$ cat config.mk
export PLATFORM = sky130hd
export DESIGN_NAME = fetch_prefetch_unit
export DESIGN_NICKNAME = d
export VERILOG_FILES = /design/src/rtl/fetch_pkg.sv /design/src/rtl/fetch_fifo.sv /design/src/rtl/fetch_prefetch_checker.sv /design/src/rtl/fetch_prefetch_unit.sv
export SDC_FILE = /design/constraint.sdc
export NUM_CORES = 1
export LEC_CHECK = 0
export BUFFER_PORTS_ARGS = -buffer_cell sky130_fd_sc_hd__clkbuf_2
export CAP_MARGIN = 0
export CORE_ASPECT_RATIO = 0.75
export CORE_MARGIN = 2
export CORE_UTILIZATION = 35
export CTS_CLUSTER_SIZE = 20
export DETAILED_ROUTE_END_ITERATION = 10
export PLACE_DENSITY = 0.66
export REMOVE_ABC_BUFFERS = 1
export SLEW_MARGIN = 40
export SYNTH_ARGS = -nofsm -noshare
export SYNTH_HDL_FRONTEND = slang
export SYNTH_SLANG_ARGS = --single-unit
$ cat constraint.sdc
create_clock -name clk -period 2.8 [get_ports clk]
set_input_delay 0.56 -clock clk [delete_from_list [all_inputs] [get_ports clk]]
set_output_delay 0.56 -clock clk [all_outputs]
set_load 0.01 [all_outputs]
$ cat src/rtl/fetch_pkg.sv
// Shared types and PC helpers for the instruction-fetch / prefetch slice.
package fetch_pkg;

  localparam int unsigned FETCH_AW    = 32;
  localparam int unsigned FETCH_DW    = 32;
  localparam int unsigned INSTR_BYTES = 4;

  typedef enum logic [0:0] {
    S_BOOT = 1'b0,
    S_RUN  = 1'b1
  } state_e;

  typedef struct packed {
    logic [FETCH_AW-1:0] pc;
    logic [FETCH_DW-1:0] instr;
  } fetch_entry_t;

  // Word-align a fetch address; the two byte-offset bits are never fetched.
  function automatic logic [FETCH_AW-1:0] align_pc(input logic [FETCH_AW-1:0] addr);
    return addr & ~FETCH_AW'(3);
  endfunction

  function automatic logic [FETCH_AW-1:0] incr_pc(input logic [FETCH_AW-1:0] addr);
    return addr + FETCH_AW'(INSTR_BYTES);
  endfunction

endpackage

$ cat src/rtl/fetch_fifo.sv
// Synchronous first-word-fall-through queue of fetched {pc, instr} entries.
module fetch_fifo
  import fetch_pkg::*;
#(
  parameter int unsigned DEPTH = 4
) (
  input  logic                     clk,
  input  logic                     rst_n,
  input  logic                     flush,
  input  logic                     push,
  input  fetch_entry_t             push_data,
  input  logic                     pop,
  output fetch_entry_t             head,
  output logic [$clog2(DEPTH):0]   count,
  output logic                     empty,
  output logic                     full
);

  localparam int unsigned PW = $clog2(DEPTH);

  fetch_entry_t   mem_r [DEPTH];
  logic [PW-1:0]  wr_ptr_r;
  logic [PW-1:0]  rd_ptr_r;
  logic [PW:0]    count_r;
  logic [PW:0]    count_next_s;
  logic           push_ok_s;
  logic           pop_ok_s;

  assign empty     = (count_r == (PW+1)'(0));
  assign full      = (count_r == (PW+1)'(DEPTH));
  assign push_ok_s = push & ~full;
  assign pop_ok_s  = pop & ~empty;
  assign head      = mem_r[rd_ptr_r];
  assign count     = count_r;

  // Occupancy update; a simultaneous push and pop leaves it unchanged.
  always_comb begin
    count_next_s = count_r;
    case ({push_ok_s, pop_ok_s})
      2'b10:   count_next_s = count_r + (PW+1)'(1);
      2'b01:   count_next_s = count_r - (PW+1)'(1);
      default: count_next_s = count_r;
    endcase
  end

  // Storage and pointers; flush empties the queue without touching storage.
  always_ff @(posedge clk or negedge rst_n) begin
    if (!rst_n) begin
      wr_ptr_r <= '0;
      rd_ptr_r <= '0;
      count_r  <= '0;
      for (int i = 0; i < DEPTH; i++) mem_r[i] <= '0;
    end else if (flush) begin
      wr_ptr_r <= '0;
      rd_ptr_r <= '0;
      count_r  <= '0;
    end else begin
      if (push_ok_s) begin
        mem_r[wr_ptr_r] <= push_data;
        wr_ptr_r        <= wr_ptr_r + PW'(1);
      end
      if (pop_ok_s) rd_ptr_r <= rd_ptr_r + PW'(1);
      count_r <= count_next_s;
    end
  end

endmodule

$ cat src/rtl/fetch_prefetch_checker.sv
// Protocol and credit assertions for the fetch unit.
module fetch_prefetch_checker #(
  parameter int unsigned OW = 2
) (
  input logic          clk,
  input logic          rst_n,
  input logic          imem_rvalid,
  input logic [OW-1:0] outstanding,
  input logic          fifo_push,
  input logic          fifo_full
);

  a_rvalid_needs_outstanding: assert property (
    @(posedge clk) disable iff (!rst_n) imem_rvalid |-> (outstanding != '0)
  ) else $error("imem_rvalid with no outstanding request");

  a_no_queue_overflow: assert property (
    @(posedge clk) disable iff (!rst_n) fifo_push |-> !fifo_full
  ) else $error("prefetch queue push while full");

endmodule

$ cat src/rtl/fetch_prefetch_unit.sv
// IF stage: PC generator, credit-limited imem request issue and prefetch queue with redirect flush.
module fetch_prefetch_unit
  import fetch_pkg::*;
#(
  parameter int unsigned             ADDRESS_WIDTH   = FETCH_AW,
  parameter int unsigned             DATA_WIDTH      = FETCH_DW,
  parameter int unsigned             DEPTH           = 4,
  parameter int unsigned             MAX_OUTSTANDING = 2,
  parameter logic [FETCH_AW-1:0]     RESET_PC        = {FETCH_AW{1'b0}}
) (
  input  logic                      clk,
  input  logic                      rst_n,
  input  logic                      redirect_valid,
  input  logic [ADDRESS_WIDTH-1:0]  redirect_pc,
  output logic                      imem_req,
  output logic [ADDRESS_WIDTH-1:0]  imem_addr,
  input  logic                      imem_gnt,
  input  logic                      imem_rvalid,
  input  logic [DATA_WIDTH-1:0]     imem_rdata,
  output logic                      out_valid,
  input  logic                      out_ready,
  output logic [DATA_WIDTH-1:0]     out_instr,
  output logic [ADDRESS_WIDTH-1:0]  out_pc,
  output logic [ADDRESS_WIDTH-1:0]  out_pcplus4
);

  localparam int unsigned CW = $clog2(DEPTH) + 1;
  localparam int unsigned OW = $clog2(MAX_OUTSTANDING) + 1;
  localparam int unsigned SW = ((CW > OW) ? CW : OW) + 1;

  state_e                  state_r;
  logic [ADDRESS_WIDTH-1:0] fetch_pc_r;
  logic [ADDRESS_WIDTH-1:0] ret_pc_r;
  logic [OW-1:0]           outst_r;
  logic [OW-1:0]           outst_next_s;
  logic [OW-1:0]           discard_r;

  logic                    req_s;
  logic                    gnt_fire_s;
  logic                    push_s;
  logic                    pop_s;
  logic [CW-1:0]           count_s;
  logic                    empty_s;
  logic                    full_s;
  logic [SW-1:0]           credit_sum_s;
  fetch_entry_t            push_entry_s;
  fetch_entry_t            head_s;

  // A request only goes out if its response is guaranteed a queue slot.
  assign credit_sum_s = SW'(count_s) + SW'(outst_r);
  assign req_s        = (state_r == S_RUN) & ~redirect_valid
                      & (outst_r < OW'(MAX_OUTSTANDING))
                      & (credit_sum_s < SW'(DEPTH));
  assign gnt_fire_s   = req_s & imem_gnt;

  assign push_s             = imem_rvalid & ~redirect_valid & (discard_r == '0);
  assign push_entry_s.pc    = ret_pc_r;
  assign push_entry_s.instr = imem_rdata;
  assign pop_s              = ~empty_s & out_ready;

  assign imem_req    = req_s;
  assign imem_addr   = fetch_pc_r;
  assign out_valid   = ~empty_s;
  assign out_instr   = head_s.instr;
  assign out_pc      = head_s.pc;
  assign out_pcplus4 = incr_pc(head_s.pc);

  // Granted-but-unreturned count after this cycle's grant and return.
  always_comb begin
    outst_next_s = outst_r;
    if (gnt_fire_s && !imem_rvalid) begin
      outst_next_s = outst_r + OW'(1);
    end else if (!gnt_fire_s && imem_rvalid) begin
      outst_next_s = outst_r - OW'(1);
    end else begin
      outst_next_s = outst_r;
    end
  end

  // Boot/run FSM with fetch PC, return PC and stale-response bookkeeping.
  always_ff @(posedge clk or negedge rst_n) begin
    if (!rst_n) begin
      state_r    <= S_BOOT;
      fetch_pc_r <= RESET_PC;
      ret_pc_r   <= RESET_PC;
      outst_r    <= '0;
      discard_r  <= '0;
    end else begin
      case (state_r)
        S_BOOT: begin
          state_r <= S_RUN;
        end
        S_RUN: begin
          outst_r <= outst_next_s;
          if (redirect_valid) begin
            // Everything still in flight belongs to the abandoned path.
            fetch_pc_r <= align_pc(redirect_pc);
            ret_pc_r   <= align_pc(redirect_pc);
            discard_r  <= outst_next_s;
          end else begin
            if (gnt_fire_s) fetch_pc_r <= incr_pc(fetch_pc_r);
            if (imem_rvalid) begin
              if (discard_r != '0) discard_r <= discard_r - OW'(1);
              else                 ret_pc_r  <= incr_pc(ret_pc_r);
            end
          end
        end
        default: begin
          state_r <= S_BOOT;
        end
      endcase
    end
  end

  fetch_fifo #(
    .DEPTH (DEPTH)
  ) u_fifo (
    .clk       (clk),
    .rst_n     (rst_n),
    .flush     (redirect_valid),
    .push      (push_s),
    .push_data (push_entry_s),
    .pop       (pop_s),
    .head      (head_s),
    .count     (count_s),
    .empty     (empty_s),
    .full      (full_s)
  );

  fetch_prefetch_checker #(
    .OW (OW)
  ) u_checker (
    .clk         (clk),
    .rst_n       (rst_n),
    .imem_rvalid (imem_rvalid),
    .outstanding (outst_r),
    .fifo_push   (push_s),
    .fifo_full   (full_s)
  );

endmodule
==> reports/results.tsv <==
stage	metric	value	unit
outcome	outcome	complete, but fails checks	
outcome	violations	setup timing	
yosys	yosysMostFrequentCell	dfrtp_1	
yosys	async_reset_ff_share	100	%
final_layout	syn_to_final_growth	24.2	%
yosys	ys_warn_count	0	
yosys	avgSynthCellArea	13.0	sq um
drt	vias_per_cell	5.35	
drt	num_vias	11000	
placement	placed_cell_area	0.0177	sq mm
global_route	grt_max_degree	80	
clock_network	postCtsHoldBufs	0	
critical_path	cp-start-kind	register	
sta	fin_ws	-0.567	ns
sta	hold_violations	0	
final_layout	fillCellCount	4072	
clock_network	cts_root_buffer	clkbuf_16	
critical_path	cp.arrival	2.81	ns
critical_path	ff2ff_setup_slack	0.39	ns
clock_network	clock_latency	0.53	ns
sta	fin_crit_sh	120	%
die	die_w	248	um
power_and_ir_drop	ir_worst_vdd	0.489	mV
yosys	synth_top_cell_area_share	51.2	%
global_route	track_usage	18.1	%
critical_path	critPathRequiredTime	2.24	ns
drt	dr.pass1.iters	6	
yosys	synthDistinctLibCells	66	
global_route	use_met3	4.58	%
flow_run	drv_cap	0	
sta	rsz0062_at_grt	yes	
yosys	yosys.area.top_type	dfrtp_1	
global_route	top_usage_layer	met2	
sta	clock.fmax	297	MHz
power_and_ir_drop	power_density	935	mW/mm^2
clock_network	cts_tree	yes	
die	io_pins	200	
drt	avgRoutedWirePerCell	20.3	um
clock_network	cts_sinks	320	
global_route	use_met2	28.5	%
global_route	grt_pass1_wl	65600	um
clock_network	clkTransAtPathRegs	0.06	ns
yosys	synth-seq-cells	320	
final_layout	drive_above_1_share	48.2	%
global_route	grt-ovfl-total	0	
yosys	synth_edf_count	0	
critical_path	end_kind	primary output	
critical_path	r2r_cells	7	
global_route	grt_pass1_vias	11300	
die	die_area	0.0464	sq mm
final_layout	fin_util	43.7	%
critical_path	timing.rr.start	ret_pc_r[3]$_DFFE_PN0P_	
final_layout	diodes	0	
sta	fin_skew	0.0130	ns
yosys	synthFlopType	dfrtp_1	
worst_hold_path	hp-class	in -> async	
power_and_ir_drop	leakage	0.00908	uW
yosys	ys_top_cells_by_count	dfrtp_1, mux2_2, nand2_1, mux4_2, a21oi_1	
yosys	ys_top_cells_by_area	dfrtp_1, mux2_2, mux4_2	
drt	routed_wl	41700	um
clock_network	cts-htree-levels	2	
die	rows	67	
final_layout	final_nets	1529	
sta	tightestPinTransition	0.692	ns
critical_path	reg2reg_to	ret_pc_r[22]$_DFFE_PN0P_	
placement	place_hpwl	28100	um
final_layout	postLayoutCellArea	0.0194	sq mm
sta	drv_slew	0	
yosys	yosysSeqAreaShare	51.2	%
critical_path	critical_path_class	reg -> out	
global_route	antenna_found_initial	0	
drt	drt_iter0_drc	736	
clock_network	cts_buffers	36	
clock_network	clockBufferDepth	3	
sta	setup_viol	31	
sta	maxSlewHeadroom	53.9	%
drt	route.detailed.drc	0	
yosys	synth_area	0.0156	sq mm
die	initial_core_util	35.2	%
sta	min_period	3.37	ns
drt	ant_nets	0	
placement	gp_congestion	0.784	
die	coreArea	0.0444	sq mm
placement	port_buffers	191	
die	fp.dieH	187	um
critical_path	crit_fanout	5	
global_route	grtUsageMet1	25.2	%
yosys	syn_inst	1206	
-- sequential cells by signal, summed over array words and instances (netlist names) --
| register | cells |
|---|---|
| discard_r | 2 |
| imem_addr | 30 |
| outst_r | 2 |
| ret_pc_r | 30 |
| state_r | 1 |
| u_fifo.count | 3 |
| u_fifo.mem_r | 248 |
| u_fifo.rd_ptr_r | 2 |
| u_fifo.wr_ptr_r | 2 |
-- area by class of cell --
class	instances	area (sq um)	share of cell area [%]
multi-input cells	780	7430	38.2
clock buffers	55	1050	5.42
repair buffers	292	2050	10.6
inverters	19	78.8	0.406
flip-flops and latches	320	8020	41.3
clock inverters	6	65.1	0.335
well taps	586	733	3.77
-- critical path, stage by stage, from the launching register on --
cell and delay [ns]:
dfrtp_4 0.53, buf_12 0.16, buf_6 0.11, mux4_2 0.39, and4_4 0.32, buf_6 0.12
buf_6 0.08, nand3_4 0.11, nor2_2 0.12, xor2_1 0.15, clkbuf_4 0.18
-- how the worst max path moves through the flow --
stage	startpoint	end	slack (ns)
2_1_floorplan	u_fifo.rd_ptr_r[0]$_DFFE_PN0P_	out_pcplus4[26]	-2.12
3_3_place_gp	u_fifo.rd_ptr_r[0]$_DFFE_PN0P_	out_pcplus4[26]	-0.09
3_5_place_dp	u_fifo.rd_ptr_r[0]$_DFFE_PN0P_	out_pcplus4[28]	-0.15
4_1_cts	u_fifo.rd_ptr_r[0]$_DFFE_PN0P_	out_pcplus4[29]	-0.58
5_1_grt	u_fifo.rd_ptr_r[0]$_DFFE_PN0P_	out_pcplus4[26]	-0.68
6_report	u_fifo.rd_ptr_r[0]$_DFFE_PN0P_	out_pcplus4[21]	-0.57
-- cell usage in the layout (no fill, tap or decap), types with 17 or more instances in the layout --
master / netlist / final
a21oi_1: 49 / 49
buf_2: 33 / 29
buf_4: 9 / 67
buf_6: 1 / 17
clkbuf_16: 0 / 38
clkbuf_2: 2 / 158
dfrtp_1: 320 / 318
inv_1: 17 / 17
mux2_2: 242 / 242
mux4_2: 59 / 62
nand2_1: 65 / 57
nand3_1: 42 / 34
nand4_1: 19 / 19
nor2_1: 38 / 30
o21ai_0: 29 / 29
o22ai_1: 37 / 37
xnor2_1: 38 / 30
xor2_1: 20 / 19
-- cells by family after synthesis --
kind of cell               after synthesis  share of synthesized area, %
muxes                                  320                          27.4
DFF                                    320                          51.2
and+or+nand+nor                        237                          8.09
AOI/OAI and AO/OA                      148                          5.76
buffers and inverters                  111                          3.38
xor gates and xnor gates                58                          3.25
adders and majority gates               10                         0.848
other                                    2                        0.0480
-- stage by stage --
step / hold WS [ns] / total power (uW) / setup TNS [ns] / cells / setup WS, ns
finish: 0.0315 / 18200 / -11.92 / 2058 / -0.567
global route: 0.0599 / 19200 / -14.86 / 2058 / -0.678
CTS: 0.0374 / 18200 / -13.81 / 2056 / -0.579
detailed placement: 0.472 / 13100 / -0.774 / 1981 / -0.153
global placement: 0.457 / 12900 / -0.406 / 1981 / -0.0876
floorplan: 0.264 / 10200 / -116.20 / 1119 / -2.12
-- report_power, final --
part,internal (uW),switching [uW],total (uW),leakage (uW)
registers,5730,878,6610,0.00417
logic,3680,3330,7010,0.00436
clock network,2680,1880,4560,0.000544
total,12100,6080,18200,0.00908
-- per-layer routing --
metal / vias up / part of all wire (%) / routed length (um)
met1: 5713 / 45 / 18600
met4: 0 / 1.9 / 790
li1: 4930 / - / -
met5: - / 0 / 0
met3: 62 / 6.6 / 2750
met2: 303 / 47 / 19600
-- what timing repair did --
item                       in CTS  in global routing
setup endpoints to repair      74                 55
setup buffers                  13                  8
pin swaps                      24                 20
gates resized for setup        76                 58
cloned                          1                  1
Power figures use the tool's default switching activity.
